## config.mk

```make
export PLATFORM = sky130hd
export DESIGN_NAME = cla_8_bit_block
export DESIGN_NICKNAME = d
export VERILOG_FILES = /design/src/rtl/cla_pkg.sv /design/src/rtl/cla_pg_cell.sv /design/src/rtl/cla_8_bit_block.sv
export SDC_FILE = /design/constraint.sdc
export NUM_CORES = 1
export LEC_CHECK = 0
export ABC_CLOCK_PERIOD_IN_PS = 3200
export CORE_MARGIN = 3
export CORE_UTILIZATION = 40
export DETAILED_ROUTE_END_ITERATION = 8
export PLACE_DENSITY = 0.86
export SYNTH_ARGS = -nofsm -noshare
export SYNTH_HDL_FRONTEND = slang
export SYNTH_HIERARCHICAL = 1
export SYNTH_SLANG_ARGS = --single-unit
```

## constraint.sdc

```tcl
create_clock -name vclk -period 3.2
set_clock_uncertainty 0.1 [all_clocks]
set_input_delay 0.96 -clock vclk [all_inputs]
set_output_delay 0.96 -clock vclk [all_outputs]
set_load 0.01 [all_outputs]
```

## src/rtl/cla_pkg.sv

```systemverilog
// Shared constants for the carry-lookahead adder slices.
// CLA_WIDTH is the width of one lookahead block; CLA_BLOCKS_32 is the number
// of blocks that make up the ALU's 32-bit adder.
package cla_pkg;

    localparam int CLA_WIDTH     = 8;
    localparam int CLA_BLOCKS_32 = 4;

    typedef logic [CLA_WIDTH-1:0] cla_word_t;

endpackage : cla_pkg

```

## src/rtl/cla_pg_cell.sv

```systemverilog
// One-bit propagate/generate cell for the lookahead adder.
// Produces generate (a & b), OR-form propagate (a | b) and the half-sum
// (a ^ b). The half-sum is XORed with the bit's carry in the top block.
module cla_pg_cell (
    input  logic i_a,
    input  logic i_b,
    output logic o_g,
    output logic o_p,
    output logic o_hs
);

    assign o_g  = i_a & i_b;
    assign o_p  = i_a | i_b;
    assign o_hs = i_a ^ i_b;

endmodule : cla_pg_cell

```

## src/rtl/cla_8_bit_block.sv

```systemverilog
// 8-bit carry-lookahead adder slice for the ALU's 32-bit adder.
// Every carry is a fully expanded sum of products of the bit generate and
// propagate terms, so no carry depends on another carry. Block P/G feed a
// second-level lookahead unit.
// Build option: define CLA_REG_OUT_EN to make sum_q/cout_q flip-flops;
// otherwise they are wired straight to sum/cout and clock/reset are unused.
module cla_8_bit_block
    import cla_pkg::*;
(
    output logic [CLA_WIDTH-1:0] sum,
    output logic                 cout,
    input  logic [CLA_WIDTH-1:0] a,
    input  logic [CLA_WIDTH-1:0] b,
    input  logic                 cin,
    input  logic                 clock,
    input  logic                 reset,
    output logic                 P,
    output logic                 G,
    output logic [CLA_WIDTH-1:0] sum_q,
    output logic                 cout_q
);

    cla_word_t w_g;
    cla_word_t w_p;
    cla_word_t w_hs;
    cla_word_t w_carry;   // w_carry[i] is the carry into bit i
    logic      w_blk_g;
    logic      w_blk_p;

    // Per-bit generate, propagate and half-sum.
    for (genvar gi = 0; gi < CLA_WIDTH; gi++) begin : g_pg
        cla_pg_cell u_pg_cell (
            .i_a  (a[gi]),
            .i_b  (b[gi]),
            .o_g  (w_g[gi]),
            .o_p  (w_p[gi]),
            .o_hs (w_hs[gi])
        );
    end

    // Expanded lookahead carries c1..c7:
    // c(i+1) = g_i | p_i g_(i-1) | ... | p_i..p_1 g_0 | p_i..p_0 cin.
    // The running product only accumulates p terms; no carry feeds another.
    always_comb begin
        // NOTE: every variable gets a value before any conditional or loop
        // path so no latch is inferred for a partially assigned bit.
        logic v_terms;
        logic v_prod;
        w_carry    = '0;
        v_terms    = 1'b0;
        v_prod     = 1'b0;
        w_carry[0] = cin;
        for (int i = 0; i < CLA_WIDTH - 1; i++) begin
            v_terms = w_g[i];
            v_prod  = w_p[i];
            for (int j = i - 1; j >= 0; j--) begin
                v_terms = v_terms | (v_prod & w_g[j]);
                v_prod  = v_prod & w_p[j];
            end
            v_terms      = v_terms | (v_prod & cin);
            w_carry[i+1] = v_terms;
        end
    end

    // Block generate g7 | p7 g6 | ... | p7..p1 g0 and block propagate; both
    // are independent of cin.
    always_comb begin
        logic v_prod;
        w_blk_g = w_g[CLA_WIDTH-1];
        v_prod  = w_p[CLA_WIDTH-1];
        for (int j = CLA_WIDTH - 2; j >= 0; j--) begin
            w_blk_g = w_blk_g | (v_prod & w_g[j]);
            v_prod  = v_prod & w_p[j];
        end
        w_blk_p = &w_p;
    end

    assign sum  = w_hs ^ w_carry;
    assign P    = w_blk_p;
    assign G    = w_blk_g;
    assign cout = w_blk_g | (w_blk_p & cin);

`ifdef CLA_REG_OUT_EN
    cla_word_t r_sum_q;
    logic      r_cout_q;

    // Pipeline copy of the result; reset clears it without waiting for clock.
    always_ff @(posedge clock or posedge reset) begin
        // NOTE: clocked state uses non-blocking assignments so every flop
        // samples its pre-edge input regardless of statement order.
        if (reset) begin
            r_sum_q  <= '0;
            r_cout_q <= 1'b0;
        end else begin
            r_sum_q  <= sum;
            r_cout_q <= cout;
        end
    end

    assign sum_q  = r_sum_q;
    assign cout_q = r_cout_q;
`else
    logic w_unused_clk_rst;

    // Unregistered build: the pipeline outputs are plain copies of the result.
    assign sum_q            = sum;
    assign cout_q           = cout;
    assign w_unused_clk_rst = clock | reset;
`endif

endmodule : cla_8_bit_block

```

==> impl_metrics.env, run 1 <==
export IMPL_grt_max_degree=5
export IMPL_die_x_um=46.02
export IMPL_tool_error="[ERROR DPL-0033] detailed placement checks failed during check placement."
export IMPL_synthXorXnorAreaFrac_pct=9.570
export IMPL_start_util_pct=45.80
export IMPL_synth_compound_area_share_pct=15.82
export IMPL_status="aborted with a tool error"
export IMPL_syn_nets=126
export IMPL_place_area_um2=1102
export IMPL_antenna_found_initial=0
export IMPL_ys_types=23
export IMPL_synthTopCellsByCount="inv_1, ha_1, buf_4"
export IMPL_crit_endpoint="sum[7]"
export IMPL_die_height_um=46.02
export IMPL_synthTopCellsByArea="ha_1, inv_1, buf_4"
export IMPL_yosysTopAreaCellShare_pct=31.25
export IMPL_netlist_area_um2=640.6
export IMPL_synth_top_family_by_area="adder cells"
export IMPL_muxShareOfSynthArea_pct=3.125
export IMPL_io_buffers=37
export IMPL_yosys_area_share_simple_pct=15.04
export IMPL_stop_stage="5_1_grt"
export IMPL_synth_most_common_cell="inv_1"
export IMPL_worstEpCategory="primary output"
export IMPL_yosysSeqAreaShare_pct=0
export IMPL_syn_area_per_cell_um2=7.040
export IMPL_num_rows=13
export IMPL_gp_congestion=0.7198
export IMPL_yosys_area_share_adder_pct=31.25
export IMPL_io_pins=39
export IMPL_dp_hpwl_um=1525
export IMPL_ys_warn_count=6
export IMPL_yosysTopAreaCell="ha_1"
export IMPL_synth_cells=91
-- logic make-up after synthesis --
group	Yosys count
AO/OA/AOI/OAI	13
XOR/XNOR	7
adder cells (fa/ha/maj)	16
buffers and inverters	34
multiplexers	2
AND/OR/NAND/NOR	19
-- repair_timing --
action,in CTS
resized for setup,187
cloned,0
pin swaps,26
endpoints found under the setup margin,20
hold buffers,0
setup buffers,6
hold endpoints to repair,0
-- metrics by stage --
step,TNS (ns),cells,util (%),setup WS (ns)
floorplan,0,91,-,0.01105
global placement,-14.50,151,78.80,-0.8369
detailed placement,-15.26,151,78.80,-0.8771
CTS,-0.09489,156,86.40,-0.04368
==> run 2: changes to the inputs <==
- CORE_AREA: unset -> 3 3 64 66
- CORE_MARGIN: 3 -> unset
- CORE_UTILIZATION: 40 -> unset
- DIE_AREA: unset -> 0 0 67 69
- PLACE_DENSITY: 0.86 -> unset
- PLACE_DENSITY_LB_ADDON: unset -> 0.15
==> run 2 against run 1 <==
  * The flow now finishes, with violations (setup timing)
  * Synthesized cell count did not move
  * Area after synthesis did not move
==> impl_metrics.env, run 2 <==
export IMPL_relSlewSlack_pct=86.11
export IMPL_drt_iter0_drc=8
export IMPL_finalMaxSlewViolations=0
export IMPL_io_pins=39
export IMPL_synthTopCellsByArea="ha_1, inv_1, buf_4"
export IMPL_vdd_ir_drop_max_mv=0.04789
export IMPL_post_route_period_util_pct=100.1
export IMPL_grt_use_met3_pct=0.3257
export IMPL_status="finished with violations"
export IMPL_worst_slack_ns=-0.003690
export IMPL_clock_buffers=0
export IMPL_num_rows=22
export IMPL_design_core_area_um2=3633
export IMPL_max_freq_mhz=312.1
export IMPL_final_cell_mix="buf_4, buf_2, inv_2, buf_6"
export IMPL_synthToLayoutAreaGrowth_pct=112.9
export IMPL_min_from="a[2]"
export IMPL_die_x_um=67
export IMPL_power_density_nw_per_um2=191.5
export IMPL_wl_per_cell_um=9.853
export IMPL_netlist_area_um2=640.6
export IMPL_grt_use_met2_pct=17.36
export IMPL_die_height_um=69
export IMPL_total_power_mw=0.2612
export IMPL_drive_gt1_share_pct=69.93
export IMPL_io_buffers=37
export IMPL_yosysTopAreaCell="ha_1"
export IMPL_maxCapViolations=0
export IMPL_syn_nets=126
export IMPL_cts_hold_buf=0
export IMPL_finalSetupViolations=2
export IMPL_num_vias=749
export IMPL_grt_busiest_layer="met2"
export IMPL_drc=0
export IMPL_synthTopCellsByCount="inv_1, ha_1, buf_4"
export IMPL_syn_area_per_cell_um2=7.040
export IMPL_ff_latch_area_um2=0
export IMPL_antenna_found_initial=0
export IMPL_critical_path_startpoint_type="primary input"
export IMPL_period_needed_ns=3.204
export IMPL_multi_input_area_um2=709.4
export IMPL_ys_warn_count=6
export IMPL_end_kind="output port"
export IMPL_dieArea_um2=4623
export IMPL_antenna_cells=0
export IMPL_whs_path_depth=5
export IMPL_grt_pass1_wl_um=3339
export IMPL_grt_pass1_vias=777
export IMPL_start_util_pct=17.63
export IMPL_layout_commonest_cell="buf_4"
export IMPL_whs_endpoint="sum_q[2]"
export IMPL_grt_max_degree=5
export IMPL_yosysSeqAreaShare_pct=0
export IMPL_tns_ns=-0.006826
export IMPL_viasPerCell=3.921
export IMPL_ys_types=23
export IMPL_synth_most_common_cell="inv_1"
export IMPL_synth_cells=91
export IMPL_report_final_hold_viol_count=0
export IMPL_critPathArrivalTime_ns=2.14
export IMPL_fin_util_pct=37.53
export IMPL_hp_class="primary input to output port"
export IMPL_leakage_nw=0.6909
export IMPL_violations="setup timing"
export IMPL_overflow=0
export IMPL_grt_usage_pct=8.482
export IMPL_seq_cells=0
export IMPL_wirelength_um=1882
export IMPL_rsz0062_at_grt="true"
export IMPL_n_fill_cell=384
export IMPL_dr_pass1_iters=2
export IMPL_critPathKind="primary input to output port"
export IMPL_drtAntennaViolNets=0
export IMPL_yosysTopAreaCellShare_pct=31.25
export IMPL_dp_hpwl_um=1436
export IMPL_grtUsageMet1_pct=9.775
export IMPL_worstPathRequired_ns=2.14
export IMPL_tightest_slew_ns=0.2077
export IMPL_gp_congestion=0.7251
export IMPL_layout_nets=180
export IMPL_cp_max_fo=3
[run 2: cell counts after synthesis]
No cell type changed its count.
[run 2: worst max-delay path by stage]
stage / startpoint / end / slack, ns / depth (start not counted)
after floorplan: a[5] / cout_q / 0.01 / 8
after global placement: a[2] / cout_q / -0.89 / 9
after detailed placement: a[2] / sum[3] / -0.91 / 9
after CTS: b[2] / sum[7] / -0.02 / 9
after global routing: a[2] / sum_q[7] / -0.09 / 9
final: b[4] / cout_q / -0.004 / 10
[run 2: report_power, final]
part           total, mW  switching [mW]  leakage, nW  internal [mW]
combinational      0.261           0.122        0.691          0.140
sequential             0               0            0              0
clock                  0               0            0              0
total              0.261           0.122        0.691          0.140
[run 2: final cells by class]
| cell class | count | area share [%] |
|---|---|---|
| inverter | 25 | 7.798 |
| tap | 48 | 4.404 |
| timing repair buffer | 61 | 35.78 |
| multi-input combinational | 57 | 52.02 |
[run 2: per-layer routing]
metal,vias to the layer above,wire length [µm]
met2,13,1099
met3,0,59
met1,350,723
met5,-,0
met4,0,0
li1,386,-
[run 2: cells by family after synthesis]
kind of cell | after synthesis | share of synthesized area, %
adders and majority gates | 16 | 31.25
muxes | 2 | 3.125
xor gates and xnor gates | 7 | 9.570
buffers and inverters | 34 | 25.19
and+or+nand+nor | 19 | 15.04
AOI/OAI and AO/OA | 13 | 15.82
[run 2: what timing repair did]
item / CTS / global route
setup endpoints to repair: 20 / 19
gates resized for setup: 188 / 10
endpoints found under the hold margin: 0 / 0
pin swaps: 21 / 11
setup buffers: 8 / 1
[run 2: worst max-delay path: stages]
cell     delay, ns
buf_6         0.10
inv_4         0.05
ha_4          0.12
inv_2         0.04
a21o_1        0.18
a21oi_4       0.19
buf_6         0.11
a32oi_2       0.08
a21o_1        0.17
buf_2         0.13
[run 2: metrics by stage]
stage	cells	setup slack [ns]	hold WS [ns]	area (µm²)
2_1_floorplan	91	0.01105	1.911	653.1
3_3_place_gp	182	-0.8880	2.972	1129
3_5_place_dp	182	-0.9112	2.980	1129
4_1_cts	190	-0.02288	2.286	1303
5_1_grt	191	-0.08788	2.313	1364
6_report	191	-0.003690	2.284	1364
No activity file was read; power rests on OpenSTA's default activity.
==> run 3: changes to the inputs <==
- MAX_ROUTING_LAYER: unset -> met4
- REMOVE_ABC_BUFFERS: unset -> 1
==> run 3 against run 2 <==
  * The run still ends with setup timing left
  * Critical path depth is 2 lower
  * Highest routed layer is now met4
  * Maximum frequency is 0.88% lower
  * Cell count is 0.52% lower
  * Worst setup slack worse by 0.028 ns
  * Via count is 1.9% lower
  * Combinational power is 4% lower
  * Critical path type unchanged
  * Die area stayed put
  * Count of clock-buffer cells in the layout stayed put
  * Utilization is 1.6 points lower
  * Sequential share of layout area stayed put
==> impl_metrics.env, run 3 (synthesized netlist as in run 2, its figures left out) <==
export IMPL_ff_latch_area_um2=0
export IMPL_hp_class="primary input to output port"
export IMPL_drc=0
export IMPL_multi_input_area_um2=668.1
export IMPL_io_pins=39
export IMPL_die_height_um=69
export IMPL_start_util_pct=17.63
export IMPL_grt_pass1_vias=752
export IMPL_overflow=0
export IMPL_wl_per_cell_um=9.574
export IMPL_finalSetupViolations=8
export IMPL_num_rows=22
export IMPL_rsz0062_at_grt="true"
export IMPL_final_cell_mix="buf_4, buf_2, inv_2, buf_6, dlygate4sd2_1"
export IMPL_violations="setup timing"
export IMPL_period_needed_ns=3.232
export IMPL_grt_use_met2_pct=15.50
export IMPL_viasPerCell=3.868
export IMPL_power_density_nw_per_um2=191.0
export IMPL_n_fill_cell=403
export IMPL_drtAntennaViolNets=0
export IMPL_critical_path_startpoint_type="primary input"
export IMPL_maxCapViolations=0
export IMPL_grt_use_met3_pct=0.1629
export IMPL_leakage_nw=0.6649
export IMPL_worst_slack_ns=-0.03218
export IMPL_antenna_cells=0
export IMPL_vdd_ir_drop_max_mv=0.09329
export IMPL_grt_max_degree=5
export IMPL_fin_util_pct=35.95
export IMPL_report_final_hold_viol_count=0
export IMPL_drt_iter0_drc=4
export IMPL_post_route_period_util_pct=101.0
export IMPL_grt_usage_pct=8.105
export IMPL_layout_commonest_cell="buf_4"
export IMPL_critPathKind="primary input to output port"
export IMPL_grtUsageMet1_pct=9.473
export IMPL_wirelength_um=1819
export IMPL_num_vias=735
export IMPL_tns_ns=-0.1400
export IMPL_drive_gt1_share_pct=67.61
export IMPL_dp_hpwl_um=1459
export IMPL_io_buffers=37
export IMPL_dr_pass1_iters=2
export IMPL_layout_nets=179
export IMPL_relSlewSlack_pct=87.32
export IMPL_gp_congestion=0.7488
export IMPL_pre_cts_ws_ns=-0.9398
export IMPL_critPathArrivalTime_ns=2.17
export IMPL_grt_busiest_layer="met2"
export IMPL_seq_cells=0
export IMPL_die_x_um=67
export IMPL_status="finished with violations"
export IMPL_grt_pass1_wl_um=3139
export IMPL_cp_max_fo=3
export IMPL_worstPathRequired_ns=2.14
export IMPL_tightest_slew_ns=0.1888
export IMPL_end_kind="output port"
export IMPL_finalMaxSlewViolations=0
export IMPL_antenna_found_initial=0
export IMPL_max_freq_mhz=309.4
export IMPL_clock_buffers=0
export IMPL_dieArea_um2=4623
export IMPL_synthToLayoutAreaGrowth_pct=103.9
export IMPL_design_core_area_um2=3633
==> run 3: cell types whose count changed in the layout (fill, tap and decap cells not counted), moves of 2 or more <==
cell     change
buf_2        +2
buf_6        -2
inv_2        -3
inv_4        +2
xnor2_1      +2
xnor2_2      -2
==> run 3: layout make-up <==
class	count	share of cell area [%]
inverters	25	8.525
multi-input cells	57	51.15
well taps	48	4.598
repair buffers	60	35.73
==> run 3: through the flow <==
| stage | instances | power (mW) | hold slack [ns] | cell area [µm²] |
|---|---|---|---|---|
| finish | 190 | 0.2495 | 2.279 | 1306 |
| CTS | 189 | 0.2492 | 2.288 | 1282 |
| global route | 190 | 0.2733 | 2.306 | 1306 |
| global placement | 182 | 0.2464 | 2.975 | 1116 |
| detailed placement | 182 | 0.2481 | 2.977 | 1116 |
| floorplan | 82 | 0.1003 | 1.948 | 573.1 |
==> run 3: worst max-delay path: stages <==
cell and delay [ns]:
buf_6 0.10, ha_2 0.20, a21o_1 0.19, a21oi_4 0.19, buf_6 0.12, o211a_4 0.16, xnor2_2 0.11, buf_2 0.15
==> run 3: final timing paths <==
kind              from  endpoint  slack [ns]  depth (start not counted)
hold / removal    a[2]  sum_q[2]        2.28                          5
setup / recovery  a[4]    sum[6]       -0.03                          8
==> run 3: power breakdown <==
group          switching, mW  total (mW)  leakage, nW  internal (mW)
clock                      0           0            0              0
sequential                 0           0            0              0
combinational          0.119       0.250        0.665          0.131
==> run 3: timing repair <==
item,in CTS,in global routing
setup endpoints to repair,20,17
hold buffers,0,0
buffers inserted,7,1
gates resized for setup,186,8
hold endpoints to repair,0,0
pin swaps,19,9
==> run 3: per-layer routing <==
layer	part of all wire, %	up-vias
li1	-	384
met1	40	332
met2	54	17
met3	4.8	2
met4	0.77	0
met5	0	-
